### src/rtl/piarb_buf_writer.sv
// Write-side front end of the PIARB packet memory: owns the free list of buffer pointers,
// chops incoming packet words into fixed-size buffers and emits one descriptor per closed buffer.
module piarb_buf_writer #(
  parameter int BPTR_NBITS     = 3,
  parameter int BPTR_LSB_NBITS = 2,
  parameter int DATA_NBITS     = 16
) (
  input  logic                      clk,
  input  logic                      rst_n,
  input  logic                      in_valid,
  output logic                      in_ready,
  input  logic                      in_sop,
  input  logic                      in_eop,
  input  logic [DATA_NBITS-1:0]     in_data,
  input  logic                      rel_buf_valid,
  input  logic [BPTR_NBITS-1:0]     rel_buf_ptr,
  output logic                      write_data_valid,
  output logic [BPTR_NBITS-1:0]     write_buf_ptr,
  output logic [BPTR_LSB_NBITS-1:0] write_buf_ptr_lsb,
  output logic [DATA_NBITS-1:0]     write_data,
  output logic                      desc_valid,
  output logic [BPTR_NBITS-1:0]     desc_buf_ptr,
  output logic                      desc_sop,
  output logic                      desc_eop,
  output logic [BPTR_LSB_NBITS-1:0] desc_last_lsb,
  output logic [BPTR_NBITS:0]       free_count,
  output logic                      init_done,
  output logic                      err_protocol,
  output logic                      err_overflow
);

  localparam int NBUF = 2**BPTR_NBITS;

  typedef logic [BPTR_NBITS-1:0]     ptr_t;
  typedef logic [BPTR_LSB_NBITS-1:0] lsb_t;
  typedef logic [BPTR_NBITS:0]       cnt_t;
  typedef logic [DATA_NBITS-1:0]     data_t;

  typedef enum logic [1:0] {S_INIT, S_IDLE, S_OPEN} state_e;

  typedef struct packed {
    logic valid;
    ptr_t ptr;
    logic sop;
    logic eop;
    lsb_t last_lsb;
  } desc_t;

  state_e state_q, state_d;
  ptr_t   head_q, head_d, tail_q, tail_d;
  cnt_t   count_q, count_d;
  logic   init_done_q, init_done_d;
  ptr_t   cur_ptr_q, cur_ptr_d;
  lsb_t   lsb_q, lsb_d;
  logic   buf_sop_q, buf_sop_d;
  logic   wr_valid_q, wr_valid_d;
  ptr_t   wr_ptr_q, wr_ptr_d;
  lsb_t   wr_lsb_q, wr_lsb_d;
  data_t  wr_data_q, wr_data_d;
  desc_t  desc_q, desc_d;
  desc_t  pend_q, pend_d;
  logic   err_protocol_q, err_protocol_d;
  logic   err_overflow_q, err_overflow_d;

  ptr_t   fl_mem [NBUF];
  logic   fl_we;
  ptr_t   fl_waddr, fl_wdata;

  logic   accept, pop, push;
  ptr_t   word_ptr;
  lsb_t   word_lsb;
  logic   word_sop;
  desc_t  closing;

  always_comb begin
    // NOTE: every variable gets a default before any branch so no path leaves it unassigned (no latches).
    state_d        = state_q;
    head_d         = head_q;
    tail_d         = tail_q;
    count_d        = count_q;
    init_done_d    = init_done_q;
    cur_ptr_d      = cur_ptr_q;
    lsb_d          = lsb_q;
    buf_sop_d      = buf_sop_q;
    wr_valid_d     = 1'b0;
    wr_ptr_d       = wr_ptr_q;
    wr_lsb_d       = wr_lsb_q;
    wr_data_d      = wr_data_q;
    desc_d         = pend_q;
    pend_d         = '0;
    err_protocol_d = err_protocol_q;
    err_overflow_d = err_overflow_q;
    fl_we          = 1'b0;
    fl_waddr       = tail_q;
    fl_wdata       = rel_buf_ptr;
    in_ready       = 1'b0;
    pop            = 1'b0;
    push           = 1'b0;
    word_ptr       = cur_ptr_q;
    word_lsb       = lsb_t'(lsb_q + 1'b1);
    word_sop       = buf_sop_q;
    closing        = '0;

    unique case (state_q)
      S_INIT: begin
        fl_we    = 1'b1;
        fl_wdata = tail_q;
        tail_d   = ptr_t'(tail_q + 1'b1);
        if (tail_q == ptr_t'(NBUF - 1)) begin
          init_done_d = 1'b1;
          count_d     = cnt_t'(NBUF);
          state_d     = S_IDLE;
        end
      end
      // A pending descriptor (sop+eop word that hit an open buffer) owns the next output slot.
      S_IDLE:  in_ready = (count_q != '0) && !pend_q.valid;
      S_OPEN:  in_ready = !in_sop || (count_q != '0);
      default: ;
    endcase

    accept = in_valid && in_ready;

    if (accept) begin
      if (state_q == S_IDLE || in_sop) begin
        pop      = 1'b1;
        word_ptr = fl_mem[head_q];
        word_lsb = '0;
        word_sop = in_sop;
      end
      if (state_q == S_IDLE && !in_sop)
        err_protocol_d = 1'b1;
      // sop on an open buffer: close it short and restart with this word.
      if (state_q == S_OPEN && in_sop) begin
        err_protocol_d = 1'b1;
        desc_d = '{valid: 1'b1, ptr: cur_ptr_q, sop: buf_sop_q, eop: 1'b0, last_lsb: lsb_q};
      end

      wr_valid_d = 1'b1;
      wr_ptr_d   = word_ptr;
      wr_lsb_d   = word_lsb;
      wr_data_d  = in_data;
      cur_ptr_d  = word_ptr;
      lsb_d      = word_lsb;
      buf_sop_d  = word_sop;

      if (in_eop || word_lsb == '1) begin
        closing = '{valid: 1'b1, ptr: word_ptr, sop: word_sop, eop: in_eop, last_lsb: word_lsb};
        if (desc_d.valid) pend_d = closing;
        else              desc_d = closing;
        state_d = S_IDLE;
      end else begin
        state_d = S_OPEN;
      end
    end

    // A full list still accepts a release when a pop frees the slot in the same cycle.
    if (state_q != S_INIT && rel_buf_valid) begin
      if (count_q == cnt_t'(NBUF) && !pop) begin
        err_overflow_d = 1'b1;
      end else begin
        push     = 1'b1;
        fl_we    = 1'b1;
        fl_waddr = tail_q;
        fl_wdata = rel_buf_ptr;
        tail_d   = ptr_t'(tail_q + 1'b1);
      end
    end

    if (pop) head_d = ptr_t'(head_q + 1'b1);
    if (pop && !push)      count_d = cnt_t'(count_q - 1'b1);
    else if (push && !pop) count_d = cnt_t'(count_q + 1'b1);
  end

  // NOTE: the free-list storage has no reset; the INIT sweep rewrites every slot after each reset.
  always_ff @(posedge clk) begin
    if (fl_we) fl_mem[fl_waddr] <= fl_wdata;
  end

  // NOTE: state registers use non-blocking assignments so all of them update from pre-edge values.
  always_ff @(posedge clk) begin
    if (!rst_n) begin
      state_q        <= S_INIT;
      head_q         <= '0;
      tail_q         <= '0;
      count_q        <= '0;
      init_done_q    <= 1'b0;
      cur_ptr_q      <= '0;
      lsb_q          <= '0;
      buf_sop_q      <= 1'b0;
      wr_valid_q     <= 1'b0;
      wr_ptr_q       <= '0;
      wr_lsb_q       <= '0;
      wr_data_q      <= '0;
      desc_q         <= '0;
      pend_q         <= '0;
      err_protocol_q <= 1'b0;
      err_overflow_q <= 1'b0;
    end else begin
      state_q        <= state_d;
      head_q         <= head_d;
      tail_q         <= tail_d;
      count_q        <= count_d;
      init_done_q    <= init_done_d;
      cur_ptr_q      <= cur_ptr_d;
      lsb_q          <= lsb_d;
      buf_sop_q      <= buf_sop_d;
      wr_valid_q     <= wr_valid_d;
      wr_ptr_q       <= wr_ptr_d;
      wr_lsb_q       <= wr_lsb_d;
      wr_data_q      <= wr_data_d;
      desc_q         <= desc_d;
      pend_q         <= pend_d;
      err_protocol_q <= err_protocol_d;
      err_overflow_q <= err_overflow_d;
    end
  end

  assign write_data_valid  = wr_valid_q;
  assign write_buf_ptr     = wr_ptr_q;
  assign write_buf_ptr_lsb = wr_lsb_q;
  assign write_data        = wr_data_q;
  assign desc_valid        = desc_q.valid;
  assign desc_buf_ptr      = desc_q.ptr;
  assign desc_sop          = desc_q.sop;
  assign desc_eop          = desc_q.eop;
  assign desc_last_lsb     = desc_q.last_lsb;
  assign free_count        = count_q;
  assign init_done         = init_done_q;
  assign err_protocol      = err_protocol_q;
  assign err_overflow      = err_overflow_q;

endmodule
### config.mk
export PLATFORM = sky130hd
export DESIGN_NAME = piarb_buf_writer
export DESIGN_NICKNAME = d
export VERILOG_FILES = /design/src/rtl/piarb_buf_writer.sv
export SDC_FILE = /design/constraint.sdc
export NUM_CORES = 1
export LEC_CHECK = 0
export BUFFER_PORTS_ARGS = -buffer_cell sky130_fd_sc_hd__buf_2
export CAP_MARGIN = 20
export CORE_MARGIN = 2
export CORE_UTILIZATION = 40
export CTS_CLUSTER_SIZE = 30
export DETAILED_ROUTE_END_ITERATION = 8
export GPL_TIMING_DRIVEN = 0
export PLACE_DENSITY = 0.6
export SLEW_MARGIN = 20
export SYNTH_ARGS = -nofsm -noshare
export SYNTH_HDL_FRONTEND = slang
export SYNTH_SLANG_ARGS = --single-unit
### constraint.sdc
create_clock -name clk -period 5.9 [get_ports clk]
set_clock_uncertainty 0.2 [all_clocks]
set_input_delay 0.295 -clock clk [delete_from_list [all_inputs] [get_ports clk]]
set_output_delay 0.295 -clock clk [all_outputs]
set_load 0.005 [all_outputs]
==> results.sh <==
export IMPL_status="completed"
export IMPL_seq_area_um2=1860
export IMPL_worst_endpoint_required_ns=5.69
export IMPL_worst_path_max_delay_cell="nor4bb_1"
export IMPL_overflow_left_after_global_routing=0
export IMPL_std_cell_rows=34
export IMPL_fraction_of_power_spent_switching_nets=0.259
export IMPL_cts_num_sinks=81
export IMPL_cts_root_buffer="clkbuf_8"
export IMPL_area_growth_synth_to_final_pct=21.8
export IMPL_drt_pass1_iterations=4
export IMPL_p_clk_frac=0.360
export IMPL_postCtsResizedCells=0
export IMPL_globalplace_congestion=0.840
export IMPL_kind_of_start_point_of_the_critical_path="flop"
export IMPL_yosys_warnings=0
export IMPL_htree_num_levels=3
export IMPL_ys_async_sr_fraction=0
export IMPL_detailedPlacementHpwl_um=5920
export IMPL_count_of_flip_flops_with_a_built_in_enable_after_synthesis=24
export IMPL_grt_start_max_net_pins=16
export IMPL_criticalPathCategory="reg -> reg"
export IMPL_number_of_max_cap_violations=0
export IMPL_fin_hold_ws_ns=0.0349
export IMPL_yosys_top_cell_by_area="dfxtp_1"
export IMPL_route_vias_total=2832
export IMPL_antenna_diode_count=0
export IMPL_multi_input_area_um2=1540
export IMPL_path_cells="inv_1 > ha_1 > nand2_1 > a21o_1 > a21oi_1 > nor2_1 > buf_2 > nor4bb_1"
export IMPL_pwr_share_comb=0.081
export IMPL_switching_power_uw=274
export IMPL_max_clock_path_buffers=2
export IMPL_global_route_usage_total=0.181
export IMPL_cts_inserted_buffers=9
export IMPL_critPathArrivalTime_ns=2.59
export IMPL_place_ws_ns=3.10
export IMPL_timing_max_slew_rel_slack=0.500
export IMPL_worstMarginPinSlew_ns=0.739
export IMPL_vias_in_the_first_global_route=2842
export IMPL_fin_crit_sh=0.474
export IMPL_cellLeakagePower_uw=0.00170
export IMPL_floorplan_io_pins=63
export IMPL_timing_fmax_ghz=0.358
export IMPL_filler_cell_count=821
export IMPL_final_critical_path_setup_slack_ns=3.11
export IMPL_slew_viol_final=0
export IMPL_synth_main_ff_cell="dfxtp_1"
export IMPL_final_setup_tns_ns=0
export IMPL_antenna_violation_net_count_after_detailed_routing=0
export IMPL_drive_above_1_share=0.268
export IMPL_vertical_die_dimension_um=98.5
export IMPL_initial_core_util=0.412
export IMPL_vdd_ir_drop_max_mv=0.119
export IMPL_die_width_um=98.5
export IMPL_p_total_uw=1060
export IMPL_timing_rr_start="state_q[0]$_SDFFE_PN0P_"
export IMPL_critical_path_max_stage_delay_ns=0.64
export IMPL_drt_iter0_markers=89
export IMPL_fp_dieArea_um2=9700
export IMPL_startpoint="state_q[0]$_SDFFE_PN0P_"
export IMPL_internal_power_uw=784
export IMPL_power_density_nw_per_um2=243
export IMPL_synth_top_area_frac=0.319
export IMPL_wl_um=8470
export IMPL_finalHoldViolations=0
export IMPL_post_synth_num_cell_types=63
export IMPL_grt_antenna_before_repair=0
export IMPL_cts_post_setup_buffers_inserted=0
export IMPL_cts_hold_repair_buffers=16
export IMPL_mappedNetlistArea_um2=3570
export IMPL_ys_top_cells_by_area="dfxtp_1, edfxtp_1, nand2_1"
export IMPL_port_buffers=61
export IMPL_wire_per_inst_um=15.3
export IMPL_startpoint_of_the_most_critical_hold_path="in_eop"
export IMPL_routed_via_density=5.13
export IMPL_drc_errors=0
export IMPL_seqPwrFrac=0.559
export IMPL_synth_yosys_seq_area_share=0.521
export IMPL_core_area_um2=8680
export IMPL_cp_max_fo=10
export IMPL_final_period_minus_worst_setup_slack_ns=2.79
export IMPL_grt_first_pass_wirelength_um=14000
export IMPL_layout_nets=473
export IMPL_synth_area_per_cell_um2=10.2
export IMPL_clock_tree_from_tritoncts="yes"
export IMPL_setup_viol=0
export IMPL_setup_repair_after_global_routing_missed_its_margin="false"
export IMPL_synthesized_nets=385
export IMPL_postSynthRegisterBits=81
export IMPL_clkSlewWorstSetupHoldPaths_ns=0.09
export IMPL_critical_path_endpoint_type="flop"
export IMPL_clk_latency_ns=0.35
export IMPL_hold_class="in -> reg"
export IMPL_synth_cells=351
==> cells by family (layout without fill, tap and decap cells) <==
family | count (synthesis) | after routing | synth area share
multiplexers | 16 | 16 | 0.0680
AND/OR/NAND/NOR | 145 | 145 | 0.213
buffers and inverters | 34 | 127 | 0.0466
AO/OA/AOI/OAI | 63 | 63 | 0.112
adder cells (fa/ha/maj) | 9 | 9 | 0.0315
flip-flops | 81 | 81 | 0.521
XOR/XNOR | 3 | 3 | 0.00736
==> through the flow <==
stage / cells / util / instance area, µm²
2_1_floorplan: 351 / - / 3570
3_3_place_gp: 520 / 0.462 / 4010
3_5_place_dp: 520 / 0.462 / 4010
4_1_cts: 552 / 0.501 / 4350
5_1_grt: 552 / 0.501 / 4350
6_report: 552 / 0.501 / 4350
==> flip-flops by register name, indices dropped and copies added (netlist names), 3 cells and up, named ones only <==
name and flops:
tail_q 3, write_buf_ptr 3, write_data 16, head_q 3
pend_q 8, desc_buf_ptr 3, free_count 4, fl_mem 24
==> power by group through the flow <==
stage | Clock [µW] | Combinational, µW | Sequential (µW)
2_1_floorplan | 0 | 51.9 | 602
5_1_grt | 417 | 94.8 | 592
3_5_place_dp | 0 | 77.3 | 604
3_3_place_gp | 0 | 76.4 | 603
4_1_cts | 390 | 85.9 | 591
6_report | 381 | 86.0 | 591
==> synthesized netlist by cell type (all sizes together), types with 3 or more instances <==
library cell / n
dfxtp: 57
nand2: 54
a21oi: 36
nor2: 30
edfxtp: 24
nor3: 17
buf: 14
inv: 12
ha: 9
clkbuf: 7
nand3: 7
mux2: 6
mux4: 6
nand2b: 6
nor4: 6
a31oi: 5
mux2i: 4
nand4: 4
o21ai: 4
nor2b: 3
nor4b: 3
o21a: 3
==> path summary, 6_finish.rpt <==
kind / to / slack (ns) / cells after the start
setup reg to reg: fl_mem[3][0]$_DFFE_PP_ / 3.11 / 8
setup / recovery: fl_mem[3][0]$_DFFE_PP_ / 3.11 / 8
hold reg to reg: write_data[1]$_SDFFE_PN0N_ / 0.26 / 2
hold / removal: pend_q[2]$_SDFF_PN0_ / 0.03 / 3
==> worst max-delay path, delay by kind of cell (launching register included) <==
kind                     cells  cell delay (ns)
buffers and inverters        2             0.28
AND/OR/NAND/NOR              3             0.86
AO/OA/AOI/OAI                2             0.43
adder cells (fa/ha/maj)      1             0.29
flip-flops                   1             0.37
==> placed cells by master, fill, tap and decap left out, types with 4 or more instances in the layout <==
cell / Yosys / layout
a31oi_1: 5 / 5
inv_1: 12 / 12
nor3_2: 6 / 6
mux4_2: 6 / 6
nand2b_1: 5 / 5
nand2_1: 52 / 52
nor2_1: 29 / 29
edfxtp_1: 24 / 24
nor3_1: 11 / 11
a21oi_1: 33 / 33
dlygate4sd3_1: 0 / 16
clkbuf_8: 0 / 9
clkbuf_1: 6 / 7
ha_1: 9 / 9
buf_2: 9 / 70
dfxtp_1: 57 / 57
nor4_1: 5 / 5
mux2i_1: 4 / 4
mux2_2: 6 / 6
nand3_1: 6 / 6
nand4_1: 4 / 4
==> per-layer routing <==
metal	vias up	GRT usage	part of all wire
met5	-	0	0
met4	0	0.0717	0.019
met3	10	0.0390	0.034
met2	54	0.291	0.48
met1	1340	0.238	0.47
li1	1428	-	-
==> cell type report <==
type,count,area share
well taps,108,0.0311
plain buffers,21,0.0270
multi-input cells,236,0.355
inverters,13,0.0112
clock inverters,6,0.0115
flip-flops and latches,81,0.428
clock buffers,10,0.0293
repair buffers,77,0.107
No activity file was read; power rests on OpenSTA's default activity.
